--- config.mk ---
export PLATFORM = sky130hd
export DESIGN_NAME = mprc_beat_serializer
export DESIGN_NICKNAME = d
export VERILOG_FILES = /design/src/rtl/mprc_beat_serializer.sv
export SDC_FILE = /design/constraint.sdc
export NUM_CORES = 1
export LEC_CHECK = 0
export ABC_CLOCK_PERIOD_IN_PS = 3400
export BUFFER_PORTS_ARGS = -buffer_cell sky130_fd_sc_hd__buf_2
export CAP_MARGIN = 20
export CORE_ASPECT_RATIO = 1.5
export CORE_MARGIN = 3
export CORE_UTILIZATION = 57
export CTS_CLUSTER_DIAMETER = 50
export DETAILED_ROUTE_END_ITERATION = 6
export MAX_ROUTING_LAYER = met4
export PLACE_DENSITY = 0.85
export SYNTH_ARGS = -nofsm -noshare
export SYNTH_HDL_FRONTEND = slang
export SYNTH_SLANG_ARGS = --single-unit
--- constraint.sdc ---
create_clock -name clk -period 3.4 [get_ports clk]
set_input_delay 1.02 -clock clk [delete_from_list [all_inputs] [get_ports clk]]
set_output_delay 1.02 -clock clk [all_outputs]
set_load 0.02 [all_outputs]
--- src/rtl/mprc_beat_serializer.sv ---
// Grant beat serializer: splits one wide Grant beat into RATIO narrow beats, slice 0 flows through.
// Optional MPRC_SER_STATS_EN adds wrapping message/stall counters.
module mprc_beat_serializer #(
  parameter  int unsigned DATA_W = 32,
  parameter  int unsigned RATIO  = 4,
  parameter  int unsigned AB_W   = 2,
  localparam int unsigned CNT_W  = (RATIO > 1) ? $clog2(RATIO) : 1
) (
  input  logic                     clk,
  input  logic                     reset,
  input  logic                     io_in_valid,
  output logic                     io_in_ready,
  input  logic [AB_W-1:0]          io_in_bits_addr_beat,
  input  logic [1:0]               io_in_bits_client_xact_id,
  input  logic [3:0]               io_in_bits_manager_xact_id,
  input  logic                     io_in_bits_is_builtin_type,
  input  logic [3:0]               io_in_bits_g_type,
  input  logic                     io_in_bits_has_data,
  input  logic [DATA_W*RATIO-1:0]  io_in_bits_data,
  input  logic                     io_out_ready,
  output logic                     io_out_valid,
  output logic [AB_W+CNT_W-1:0]    io_out_bits_addr_beat,
  output logic [1:0]               io_out_bits_client_xact_id,
  output logic [3:0]               io_out_bits_manager_xact_id,
  output logic                     io_out_bits_is_builtin_type,
  output logic [3:0]               io_out_bits_g_type,
  output logic [DATA_W-1:0]        io_out_bits_data,
  output logic [CNT_W-1:0]         io_cnt,
  output logic                     io_done
`ifdef MPRC_SER_STATS_EN
  ,
  output logic [15:0]              io_stat_msgs,
  output logic [15:0]              io_stat_stalls
`endif
);

  typedef enum logic {IDLE, BUSY} state_t;

  state_t                        state;
  logic [CNT_W-1:0]              cnt;
  logic [AB_W-1:0]               addr_beat_q;
  logic [1:0]                    client_id_q;
  logic [3:0]                    manager_id_q;
  logic                          builtin_q;
  logic [3:0]                    g_type_q;
  logic [RATIO-1:0][DATA_W-1:0]  payload_q;

  logic busy;
  logic in_fire;
  logic out_fire;
  logic last_slice;
  logic split;

  assign busy       = (state == BUSY);
  assign in_fire    = io_in_valid & io_in_ready;
  assign out_fire   = io_out_valid & io_out_ready;
  assign last_slice = (cnt == CNT_W'(RATIO - 1));
  assign split      = io_in_bits_has_data & (RATIO > 1);

  // In IDLE slice 0 and the header flow straight through; in BUSY everything comes from the capture registers.
  always_comb begin
    io_out_valid                = io_in_valid;
    io_in_ready                 = io_out_ready;
    io_out_bits_client_xact_id  = io_in_bits_client_xact_id;
    io_out_bits_manager_xact_id = io_in_bits_manager_xact_id;
    io_out_bits_is_builtin_type = io_in_bits_is_builtin_type;
    io_out_bits_g_type          = io_in_bits_g_type;
    io_out_bits_data            = io_in_bits_data[DATA_W-1:0];
    io_out_bits_addr_beat       = {io_in_bits_addr_beat, CNT_W'(0)};
    io_done                     = in_fire & ~split;
    if (busy) begin
      io_out_valid                = 1'b1;
      io_in_ready                 = 1'b0;
      io_out_bits_client_xact_id  = client_id_q;
      io_out_bits_manager_xact_id = manager_id_q;
      io_out_bits_is_builtin_type = builtin_q;
      io_out_bits_g_type          = g_type_q;
      io_out_bits_data            = payload_q[cnt];
      io_out_bits_addr_beat       = {addr_beat_q, cnt};
      io_done                     = out_fire & last_slice;
    end
  end

  assign io_cnt = cnt;

  // State, slice counter and message capture.
  always_ff @(posedge clk or negedge reset) begin
    if (!reset) begin
      state        <= IDLE;
      cnt          <= '0;
      addr_beat_q  <= '0;
      client_id_q  <= '0;
      manager_id_q <= '0;
      builtin_q    <= 1'b0;
      g_type_q     <= '0;
      payload_q    <= '0;
    end else begin
      case (state)
        IDLE: begin
          if (in_fire && split) begin
            addr_beat_q  <= io_in_bits_addr_beat;
            client_id_q  <= io_in_bits_client_xact_id;
            manager_id_q <= io_in_bits_manager_xact_id;
            builtin_q    <= io_in_bits_is_builtin_type;
            g_type_q     <= io_in_bits_g_type;
            payload_q    <= io_in_bits_data;
            cnt          <= CNT_W'(1);
            state        <= BUSY;
          end
        end
        BUSY: begin
          if (out_fire) begin
            if (last_slice) begin
              cnt   <= '0;
              state <= IDLE;
            end else begin
              cnt <= cnt + CNT_W'(1);
            end
          end
        end
        default: begin
          cnt   <= '0;
          state <= IDLE;
        end
      endcase
    end
  end

`ifdef MPRC_SER_STATS_EN
  // Wrapping completed-message and downstream-stall counters.
  always_ff @(posedge clk or negedge reset) begin
    if (!reset) begin
      io_stat_msgs   <= '0;
      io_stat_stalls <= '0;
    end else begin
      if (io_done)
        io_stat_msgs <= io_stat_msgs + 16'd1;
      if (io_out_valid && !io_out_ready)
        io_stat_stalls <= io_stat_stalls + 16'd1;
    end
  end
`endif

endmodule

==> run_results.csv <==
group,metric,value,unit
clocking,clock-sinks,144,
worst_setup_path,arrival,2.24,ns
synthesis,yosysUniqueCellTypes,23,
sta,setup_viol,0,
detailed_routing,routed_via_density,5.741,
worst_setup_path,required,2.38,ns
synthesis,yosys_register_bits,144,
sta,max_clock_freq,306.6,MHz
pwr,power.clock.fraction,21.3,%
sta,setup_slack,0.1383,ns
grt,grt_pass1_wl,26530,um
place,port_buffers,197,
sta,period_share,95.93,%
worst_setup_path,crit_type,"reg2out",
pwr,p_leak,4.456,nW
synthesis,seq_area_frac_synth,51.34,%
finish,fin_util,72.63,%
synthesis,synth_nets,627,
detailed_routing,vias,4811,
clocking,hold_buffers,0,
pwr,p_switching,0.003022,W
floorplanning,die_w,96.61,um
flow_run,maxCapViolCount,0,
worst_setup_path,worst_r2r_startpoint,"busy",
grt,busiest_layer,"met2",
grt,gr-usage-met3,5.657,%
place,dp_slack,0.4199,ns
place,place_hpwl,11520,um
floorplanning,fp-row-count,49,
clocking,cts_buffer_depth,2,
hold_path,hold_path_class,"reg2reg",
sta,relSlewSlack,58.38,%
synthesis,ys_warn_count,0,
synthesis,syn_inst,480,
grt,use_met2,42.87,%
hold_path,hold_depth,1,
pwr,ir_worst_vdd,0.4935,mV
detailed_routing,wl,16610,um
clocking,cts_tree,"done",
detailed_routing,ant_nets,0,
grt,antenna_found_initial,1,
synthesis,synth_flop_cell,"dfrtp_1",
floorplanning,coreArea,12020,um2
finish,nets,818,
synthesis,syn-cell-area,7019,um2
clocking,clk_pin_slew_worst_paths,0.06,ns
grt,grt_max_degree,85,
synthesis,async_reset_ff_share,100.0,%
place,routabilityCongestion,0.8799,
detailed_routing,first_pass_iters,4,
clocking,cts-resized-gates,0,
grt,met1_usage,28.84,%
synthesis,yosysTopAreaCellShare,51.34,%
synthesis,synthTopCellsByArea,"dfrtp_1 51%, mux2_2 16%, mux2_4 12%",
finish,num-fill-cells,821,
clocking,cts-root-buf,"clkbuf_16",
sta,hold_viol,0,
floorplanning,die_h,141.9,um
pwr,switching_share,35.01,%
sta,worst_slew_pin_slew,0.6243,ns
worst_setup_path,end_kind,"primary output",
grt,grt-ovfl-total,0,
synthesis,synthTopCellsByCount,"144 x dfrtp_1, 98 x mux2_2, 64 x mux2i_1",
floorplanning,start_util,58.41,%
pwr,combPwrFrac,41.9,%
floorplanning,pin_count,198,
detailed_routing,drt_iter0_markers,224,
synthesis,syn_area_per_cell,14.62,um2
finish,area_delta_synth_final,24.33,%
clocking,numCtsBuffers,17,
worst_setup_path,crit_fanout,23,
grt,grt_pass1_vias,5291,
synthesis,synth_top_area_cell,"dfrtp_1",
synthesis,synth_edf_count,0,
detailed_routing,route.detailed.drc,0,
pwr,power,0.008633,W
finish,drive_gt1_share,58.33,%
grt,grt_use_total,25.09,%
worst_setup_path,timing.rr.end,"payload_q[20]",
sta,hold_ws,0.5034,ns
floorplanning,dieArea,13710,um2
synthesis,yosysMostFrequentCell,"dfrtp_1",
pwr,pwr-share-seq,36.9,%
clocking,insertion_delay,0.41,ns
sta,drv_slew,0,
sta,grt_setup_unrepaired,"no",
sta,min_period,3.262,ns
sta,clock_skew,0.006127,ns
sta,fin_setup_tns,0,ns
pwr,power.internal,0.005610,W
worst_setup_path,startpoint_type,"register",
clocking,htree_levels,4,
detailed_routing,routedWlPerCell,19.82,um
pwr,power_density,989.2,nW/um2
hold_path,holdPathEnd,"payload_q[8]",
hold_path,worstHoldStart,"payload_q[8]",
worst_setup_path,ff2ff_setup_slack,1.10,ns
clocking,cts_setup_buffers,0,
run_status,status,"completed",
worst_setup_path,worstRegToRegCells,4,
-- registers in the layout, indices dropped and copies added (netlist names) --
signal        cells
payload_q       128
busy              1
io_cnt            2
client_id_q       2
builtin_q         1
manager_id_q      4
addr_beat_q       2
g_type_q          4
-- worst max path at each step --
stage	startpoint	to	slack, ns	cells past startpoint
finish	busy	io_out_bits_data[0]	0.14	4
global route	busy	io_out_bits_data[0]	0.05	4
CTS	busy	io_out_bits_data[0]	0.11	4
detailed placement	io_in_bits_has_data	io_done	0.42	4
global placement	io_in_bits_has_data	io_done	0.42	4
floorplan	io_in_bits_has_data	io_done	0.41	2
-- cells by family after synthesis --
kind of cell | after synthesis | synth area share (%)
flip-flops | 144 | 51.34
AND/OR/NAND/NOR | 41 | 3.619
multiplexers | 219 | 37.04
AO/OA/AOI/OAI | 38 | 4.670
buffers and inverters | 37 | 3.155
adder cells (fa/ha/maj) | 1 | 0.1782
-- through the flow --
step           area, um2  cells
6_report            8727    838
5_1_grt             8727    838
4_1_cts             8725    837
3_5_place_dp        8135    805
3_3_place_gp        8135    805
2_1_floorplan       7019    480
-- layer usage --
| layer | part of all wire (%) | routed length (um) | up-vias |
|---|---|---|---|
| met5 | 0 | 0 | - |
| met4 | 2.8 | 471 | 0 |
| met3 | 4.9 | 815 | 40 |
| met2 | 53 | 8789 | 165 |
| met1 | 39 | 6534 | 2450 |
| li1 | - | - | 2156 |
-- critical path, stage by stage (launching register included) --
cell,delay (ns)
dfrtp_2,0.62
nand2_1,0.44
buf_12,0.32
o221ai_1,0.24
buf_2,0.21
-- final cells by class --
class | count | area [um2] | share of cell area, %
inverter | 1 | 3.754 | 0.04301
timing repair buffer | 208 | 1137 | 13.03
multi-input combinational | 299 | 3194 | 36.60
tap | 153 | 191.4 | 2.194
sequential | 144 | 3608 | 41.35
clock inverter | 12 | 132.6 | 1.520
clock buffer | 20 | 456.7 | 5.233
antenna | 1 | 2.502 | 0.02867
-- power by group through the flow --
stage | logic, W | registers, W | clock network [W]
2_1_floorplan | 0.00278 | 0.00292 | 0
3_3_place_gp | 0.00349 | 0.00310 | 0
3_5_place_dp | 0.00361 | 0.00318 | 0
4_1_cts | 0.00364 | 0.00318 | 0.00186
5_1_grt | 0.00386 | 0.00329 | 0.00195
6_report | 0.00362 | 0.00318 | 0.00183
-- cell usage in the layout, fill, tap and decap left out, drive strengths merged --
cell type / n
dfrtp: 144
or2: 1
or3b: 1
nand2: 3
clkinvlp: 3
o221ai: 32
clkbuf: 20
nand2b: 33
and2: 1
inv: 3
buf: 208
a22oi: 1
mux2i: 64
bufinv: 2
a21bo: 1
a21boi: 2
nor2b: 1
nand4b: 1
ha: 1
clkinv: 5
mux2: 155
a32o: 1
a21oi: 1
diode: 1
Note: power is estimated with default switching activity, not from simulation.
